===== src/rtl/s2mm_stream_arbiter.sv =====
// s2mm_stream_arbiter: merges two AXI-Stream capture sources onto the single
// S2MM stream of the circular DMA. Grants are packet-granular round-robin,
// oversized packets are cut at C_MAX_BEATS (forced tlast) and their tail is
// discarded. The output is driven from a 2-entry skid buffer.
// Optional build macro: S2MM_ARB_PRIORITY_EN (fixed priority, source 0 wins).
module s2mm_stream_arbiter #(
  parameter int C_AXIS_WIDTH = 64,
  parameter int C_MAX_BEATS  = 256,
  parameter int C_CNT_WIDTH  = 32
) (
  input  logic                    clk,
  input  logic                    rst,
  input  logic                    enable,
  input  logic [C_AXIS_WIDTH-1:0] s0_axis_tdata,
  input  logic                    s0_axis_tlast,
  input  logic                    s0_axis_tvalid,
  output logic                    s0_axis_tready,
  input  logic [C_AXIS_WIDTH-1:0] s1_axis_tdata,
  input  logic                    s1_axis_tlast,
  input  logic                    s1_axis_tvalid,
  output logic                    s1_axis_tready,
  output logic [C_AXIS_WIDTH-1:0] m_axis_tdata,
  output logic                    m_axis_tlast,
  output logic                    m_axis_tvalid,
  input  logic                    m_axis_tready,
  output logic [C_CNT_WIDTH-1:0]  pkt_count0,
  output logic [C_CNT_WIDTH-1:0]  pkt_count1,
  output logic [C_CNT_WIDTH-1:0]  trunc_count,
  output logic                    busy
);
  localparam int BW = $clog2(C_MAX_BEATS + 1);
  localparam logic [BW-1:0] MAX_CNT = BW'(C_MAX_BEATS);

  typedef enum logic [2:0] {IDLE, PASS0, PASS1, DROP0, DROP1} state_t;
  typedef struct packed {
    logic [C_AXIS_WIDTH-1:0] data;
    logic                    last;
  } beat_t;

  state_t        state, state_nxt;
  logic          last_grant, last_grant_nxt;
  logic [BW-1:0] beat_cnt, beat_cnt_nxt;
  logic          grant, src;

  // sources gathered into packed per-source vectors
  logic [1:0]                   s_valid, s_last, s_ready;
  logic [1:0][C_AXIS_WIDTH-1:0] s_data;

  // skid buffer: skid0 is the output register, skid1 the overflow slot
  beat_t      skid0, skid1, push_beat;
  logic [1:0] occ;
  logic       push, pop, free_slot;
  logic [1:0] cnt_inc;
  logic       trunc_inc;

  assign s_valid        = {s1_axis_tvalid, s0_axis_tvalid};
  assign s_last         = {s1_axis_tlast,  s0_axis_tlast};
  assign s_data         = {s1_axis_tdata,  s0_axis_tdata};
  assign s0_axis_tready = s_ready[0];
  assign s1_axis_tready = s_ready[1];

  assign free_slot     = (occ != 2'd2);
  assign pop           = (occ != 2'd0) && m_axis_tready;
  assign m_axis_tvalid = (occ != 2'd0);
  assign m_axis_tdata  = skid0.data;
  assign m_axis_tlast  = skid0.last;
  assign busy          = (state != IDLE) || (occ != 2'd0);

  // state, grant history and beat counter registers
  always_ff @(posedge clk or posedge rst) begin
    if (rst) begin
      state      <= IDLE;
      last_grant <= 1'b1;
      beat_cnt   <= '0;
    end else begin
      state      <= state_nxt;
      last_grant <= last_grant_nxt;
      beat_cnt   <= beat_cnt_nxt;
    end
  end

  // arbitration, per-source ready, push decision and truncation
  always_comb begin
    state_nxt      = state;
    last_grant_nxt = last_grant;
    beat_cnt_nxt   = beat_cnt;
    grant          = 1'b0;
    src            = (state == PASS1) || (state == DROP1);
    s_ready        = '0;
    push           = 1'b0;
    push_beat      = '0;
    cnt_inc        = '0;
    trunc_inc      = 1'b0;
    unique case (state)
      IDLE: begin
        if (enable && (|s_valid)) begin
`ifdef S2MM_ARB_PRIORITY_EN
          grant = ~s_valid[0];
`else
          grant = (&s_valid) ? ~last_grant : s_valid[1];
`endif
          last_grant_nxt = grant;
          beat_cnt_nxt   = '0;
          state_nxt      = grant ? PASS1 : PASS0;
        end
      end
      PASS0, PASS1: begin
        s_ready[src] = free_slot;
        if (s_valid[src] && free_slot) begin
          push           = 1'b1;
          push_beat.data = s_data[src];
          beat_cnt_nxt   = beat_cnt + 1'b1;
          if (s_last[src]) begin
            push_beat.last = 1'b1;
            cnt_inc[src]   = 1'b1;
            state_nxt      = IDLE;
          end else if (beat_cnt + 1'b1 == MAX_CNT) begin
            // oversized packet: close it here and swallow the rest
            push_beat.last = 1'b1;
            cnt_inc[src]   = 1'b1;
            trunc_inc      = 1'b1;
            state_nxt      = src ? DROP1 : DROP0;
          end
        end
      end
      DROP0, DROP1: begin
        s_ready[src] = 1'b1;
        if (s_valid[src] && s_last[src]) state_nxt = IDLE;
      end
      default: state_nxt = IDLE;
    endcase
  end

  // skid buffer: head is the output register, second slot absorbs a stall
  always_ff @(posedge clk or posedge rst) begin
    if (rst) begin
      occ   <= 2'd0;
      skid0 <= '0;
      skid1 <= '0;
    end else begin
      unique case ({push, pop})
        2'b10: begin
          if (occ == 2'd0) skid0 <= push_beat;
          else             skid1 <= push_beat;
          occ <= occ + 2'd1;
        end
        2'b01: begin
          skid0 <= skid1;
          occ   <= occ - 2'd1;
        end
        2'b11: begin
          if (occ == 2'd1) skid0 <= push_beat;
          else begin
            skid0 <= skid1;
            skid1 <= push_beat;
          end
        end
        default: ;
      endcase
    end
  end

  // wrapping statistics counters
  always_ff @(posedge clk or posedge rst) begin
    if (rst) begin
      pkt_count0  <= '0;
      pkt_count1  <= '0;
      trunc_count <= '0;
    end else begin
      if (cnt_inc[0]) pkt_count0  <= pkt_count0 + 1'b1;
      if (cnt_inc[1]) pkt_count1  <= pkt_count1 + 1'b1;
      if (trunc_inc)  trunc_count <= trunc_count + 1'b1;
    end
  end
endmodule

===== config.mk =====
export PLATFORM = sky130hd
export DESIGN_NAME = s2mm_stream_arbiter
export DESIGN_NICKNAME = d
export VERILOG_FILES = /design/src/rtl/s2mm_stream_arbiter.sv
export SDC_FILE = /design/constraint.sdc
export NUM_CORES = 1
export LEC_CHECK = 0
export CAP_MARGIN = 10
export CELL_PAD_IN_SITES_DETAIL_PLACEMENT = 0
export CELL_PAD_IN_SITES_GLOBAL_PLACEMENT = 1
export CORE_ASPECT_RATIO = 0.5
export CORE_MARGIN = 1
export CORE_UTILIZATION = 25
export CTS_CLUSTER_DIAMETER = 200
export CTS_CLUSTER_SIZE = 28
export DETAILED_ROUTE_END_ITERATION = 6
export PLACE_DENSITY = 0.64
export SLEW_MARGIN = 20
export SYNTH_ARGS = -nofsm -noshare
export SYNTH_HDL_FRONTEND = slang
export SYNTH_SLANG_ARGS = --single-unit

===== constraint.sdc =====
create_clock -name clk -period 13.82 [get_ports clk]
set_input_delay 3.455 -clock clk [delete_from_list [all_inputs] [get_ports clk]]
set_output_delay 3.455 -clock clk [all_outputs]
set_load 0.01 [all_outputs]

==> flow_summary.html <==
<table>
<tr><th>Metric</th><th>Value</th></tr>
<tr><th colspan="2">Run status</th></tr>
<tr><td>Outcome</td><td>complete, no violations</td></tr>
<tr><th colspan="2">Clocking</th></tr>
<tr><td>Number of buffers between clock root and the deepest sink</td><td>3</td></tr>
<tr><td>Clock slew at reported path FFs</td><td>120 ps</td></tr>
<tr><td>Number of setup buffers added after CTS</td><td>0</td></tr>
<tr><td>Number of cells upsized or downsized after cts</td><td>0</td></tr>
<tr><td>Clk Latency, worst-skew pair</td><td>500 ps</td></tr>
<tr><td>TritonCTS Buffers</td><td>12</td></tr>
<tr><td>Number of H-tree branching levels</td><td>1</td></tr>
<tr><td>CTS tree</td><td>done</td></tr>
<tr><td>Number of sinks handled by clock tree synthesis</td><td>241</td></tr>
<tr><td>Library cell used as clock root buffer</td><td>clkbuf_16</td></tr>
<tr><td>CTS hold repair buffers</td><td>0</td></tr>
<tr><th colspan="2">Final layout</th></tr>
<tr><td>Highest-count cells in the layout ignoring fill and taps</td><td>300 x clkdlybuf4s50_1, 240 x dfrtp_1, 207 x nor2_1, 111 x nand2_1, 64 x mux2i_1</td></tr>
<tr><td>Most common cell after layout, fill and taps aside</td><td>clkdlybuf4s50_1</td></tr>
<tr><td>Fraction of final layout cells with drive strength greater than 1</td><td>0.05392</td></tr>
<tr><td>Final net count</td><td>1609</td></tr>
<tr><td>Post-route core utilization</td><td>0.3392</td></tr>
<tr><td># fillers</td><td>4774</td></tr>
<tr><td>Count of placed standard cells in the final layout, fillers left out</td><td>2103</td></tr>
<tr><td>Count of inserted antenna diode cells</td><td>0</td></tr>
<tr><td>Area added between synthesis and finish</td><td>33.07%</td></tr>
<tr><th colspan="2">Floorplanning</th></tr>
<tr><td>Effective utilization at floorplan</td><td>0.2549</td></tr>
<tr><td>Top-level port count</td><td>301</td></tr>
<tr><td>Die span in x</td><td>312.1 um</td></tr>
<tr><td>Core footprint</td><td>47160 um2</td></tr>
<tr><td>Std cell rows</td><td>56</td></tr>
<tr><td>Die Y-Extent</td><td>157.1 um</td></tr>
<tr><td>Die Area</td><td>49020 um2</td></tr>
<tr><th colspan="2">GRT</th></tr>
<tr><td>Largest net degree at the start of global routing</td><td>114</td></tr>
<tr><td>Wire length of the first global-routing pass</td><td>57150 um</td></tr>
<tr><td>GRT overflow</td><td>0</td></tr>
<tr><td>Global-route total usage across every layer</td><td>0.1456</td></tr>
<tr><td>Number of antenna violations at the first check in global routing</td><td>0</td></tr>
<tr><td>Number of global-route vias before repair</td><td>9492</td></tr>
<tr><th colspan="2">Placed design</th></tr>
<tr><td>Number of port buffers</td><td>300</td></tr>
<tr><td>Cell total after placement</td><td>2086</td></tr>
<tr><td>Hpwl dp</td><td>24890 um</td></tr>
<tr><td>RD Place Congestion</td><td>0.7817</td></tr>
<tr><th colspan="2">Logic synthesis</th></tr>
<tr><td>Portion of synthesized cell area occupied by the leading cell type</td><td>0.4996</td></tr>
<tr><td>Yosys warnings</td><td>0</td></tr>
<tr><td>Post-synthesis async set-or-reset flop share</td><td>1.000</td></tr>
<tr><td>Cell count after synthesis</td><td>1213</td></tr>
<tr><td>Average size of a mapped cell</td><td>9.911 um2</td></tr>
<tr><td>Ranking of synthesized cells by area</td><td>dfrtp_1 50%, nor2_1 6.5%, mux2i_1 5.3%</td></tr>
<tr><td>Number of enable flip-flop cells after synthesis</td><td>0</td></tr>
<tr><td>Post-Synthesis Cell Area</td><td>12020 um2</td></tr>
<tr><td>Sequential-to-total area share from yosys stat</td><td>0.5018</td></tr>
<tr><td>Largest area contributor in the netlist</td><td>dfrtp_1</td></tr>
<tr><td>Number of library cell types mapped by synthesis</td><td>66</td></tr>
<tr><td>Yosys reg bits</td><td>241</td></tr>
<tr><td>Post-synth net total</td><td>1360</td></tr>
<tr><td>Most used DFF post-synth</td><td>dfrtp_1</td></tr>
<tr><th colspan="2">STA</th></tr>
<tr><td>Setup violations, final</td><td>0</td></tr>
<tr><td>RSZ-0062 raised after global routing</td><td>false</td></tr>
<tr><td>Final period utilization</td><td>0.4699</td></tr>
<tr><td>Setup total negative slack</td><td>0 ps</td></tr>
<tr><td>Actual slew at the worst max-slew pin</td><td>1018 ps</td></tr>
<tr><td>Max-slew headroom</td><td>0.3213</td></tr>
<tr><td>Shortest clock period the worst path allows after layout</td><td>6493 ps</td></tr>
<tr><td>Worst-case clock skew</td><td>18.89 ps</td></tr>
<tr><td>Maximum operating frequency</td><td>154.0 MHz</td></tr>
<tr><td>Max-slew violation count</td><td>0</td></tr>
<tr><td>Hold slack</td><td>477.8 ps</td></tr>
<tr><td>Final hold violation count</td><td>0</td></tr>
<tr><th colspan="2">Setup path</th></tr>
<tr><td>Destination of the worst register-to-register timing path</td><td>m_axis_tdata[17]</td></tr>
<tr><td>Kind of cell adding the most delay to the critical path</td><td>buffers and inverters</td></tr>
<tr><td>Stage delay of the slowest cell on the critical path</td><td>850 ps</td></tr>
<tr><td>Cell chain of the critical path</td><td>clkdlybuf4s50_1 -&gt; nand3b_1 -&gt; a211o_4 -&gt; buf_4 -&gt; ha_1 -&gt; a21oi_1 -&gt; nor2_4 -&gt; buf_4 -&gt; a221oi_1 -&gt; nor2_1</td></tr>
<tr><td>Slowest cell on the critical path</td><td>buf_4</td></tr>
<tr><td>Sum of buffers and inverters on the critical path</td><td>3</td></tr>
<tr><td>Crit-path max FO</td><td>91</td></tr>
<tr><td>Category of the worst setup path launch point</td><td>primary input</td></tr>
<tr><td>R2r worst-path depth</td><td>9</td></tr>
<tr><td>Critical setup path kind</td><td>in2reg</td></tr>
<tr><td>Worst endpoint required time</td><td>14250 ps</td></tr>
<tr><td>Signal arrival time at the worst endpoint</td><td>6920 ps</td></tr>
<tr><td>Crit path from</td><td>s0_axis_tvalid</td></tr>
<tr><td>Setup slack, reg-to-reg</td><td>10030 ps</td></tr>
<tr><td>Reg-to-Reg Start</td><td>state[0]</td></tr>
<tr><td>Endpoint class of the critical path</td><td>flop</td></tr>
<tr><td>CP dominant cell by count</td><td>buf_4</td></tr>
<tr><th colspan="2">Routing</th></tr>
<tr><td>DRC errors left</td><td>0</td></tr>
<tr><td>Avg WL per Cell</td><td>17.47 um</td></tr>
<tr><td>Number of optimization iterations in the first detailed-route pass</td><td>5</td></tr>
<tr><td>Final wirelength</td><td>36730 um</td></tr>
<tr><td>Vias post-DR</td><td>9752</td></tr>
<tr><td>Mean number of vias per cell</td><td>4.637</td></tr>
<tr><td>Number of DRC violations after detailed-routing iteration 0</td><td>581</td></tr>
<tr><td>Antenna-violating nets left</td><td>0</td></tr>
<tr><th colspan="2">Min path</th></tr>
<tr><td>Worst hold start</td><td>trunc_count[31]</td></tr>
<tr><td>Hold path depth</td><td>1</td></tr>
<tr><td>Hold Path Sink</td><td>trunc_count[31]</td></tr>
<tr><td>Classification of the worst-slack hold path</td><td>reg2reg</td></tr>
<tr><th colspan="2">Power</th></tr>
<tr><td>PwrDens</td><td>159.4 nW/um2</td></tr>
<tr><td>Static leakage</td><td>6.607 nW</td></tr>
<tr><td>VDD IR max</td><td>0.09301 mV</td></tr>
<tr><th colspan="2">Flow run</th></tr>
<tr><td>Max-Cap Viols</td><td>0</td></tr>
</table>
stage by stage:
step           instance area (um2)  power [mW]  worst slack, ps
2_1_floorplan                12020       1.641             3750
3_3_place_gp                 15640       2.163             6800
3_5_place_dp                 15640       2.170             6794
4_1_cts                      16000       2.599             7321
5_1_grt                      16000       2.732             7058
6_report                     16000       2.550             7327
synthesized netlist by cell type, drive strengths merged (4+ instances only):
library cell,n
dfrtp,240
nor2,208
nand2,112
mux2i,64
o31ai,59
a221oi,57
xor2,52
clkbuf,49
nand3,45
xnor2,43
nor3,36
buf,30
a21oi,26
o21ai,24
nand4,23
nor4,21
inv,20
and3,19
ha,11
nor4b,6
a21o,5
and2,5
or2,5
and4,4
sequential cells by signal, indices dropped and copies added (netlist names):
name,cells
beat_cnt,9
last_grant,1
m_axis_tlast,1
skid1,65
occ,2
pkt_count1,32
trunc_count,32
m_axis_tdata,64
pkt_count0,32
state,3
cells by family (layout without fill, tap and decap cells):
| logic type | Yosys count | count (layout) | synth area share |
|---|---|---|---|
| buffers and inverters | 99 | 351 | 0.03591 |
| xor gates and xnor gates | 95 | 95 | 0.06921 |
| AOI/OAI and AO/OA | 201 | 201 | 0.1273 |
| DFF | 241 | 241 | 0.5018 |
| and+or+nand+nor | 499 | 499 | 0.1983 |
| muxes | 67 | 67 | 0.05610 |
| adders and majority gates | 11 | 11 | 0.01145 |
layer usage:
metal | vias to the layer above | GRT usage | routed length (um)
li1 | 4787 | - | -
met1 | 4806 | 0.1852 | 16100
met2 | 119 | 0.2651 | 19100
met3 | 40 | 0.01594 | 715
met4 | 0 | 0.03361 | 811
met5 | - | 0 | 0
cell type report:
class,count,area [um2],area share
inverters,20,82.58,0.005162
clock inverters,1,16.27,0.001017
repair buffers,314,3108,0.1943
clock buffers,16,336.6,0.02104
multi-input cells,873,5623,0.3515
flip-flops and latches,241,6032,0.3771
well taps,638,798.3,0.04990
power breakdown:
part,leakage (nW),internal [mW],switching (mW),total (mW)
Clock,0.171,0.176,0.244,0.420
Combinational,3.28,0.487,0.678,1.16
Sequential,3.16,0.858,0.107,0.965
Total,6.61,1.52,1.03,2.55
how the worst max path moves through the flow:
stage                     cells after the start          endpoint  slack [ps]
after detailed placement                     10  m_axis_tdata[59]        6790
after global routing                         10  m_axis_tdata[17]        7060
after CTS                                    10  m_axis_tdata[59]        7320
final                                        10  m_axis_tdata[17]        7330
after floorplan                               1       beat_cnt[0]        3750
after global placement                       10  m_axis_tdata[55]        6800
Note: power is estimated with default switching activity, not from simulation.
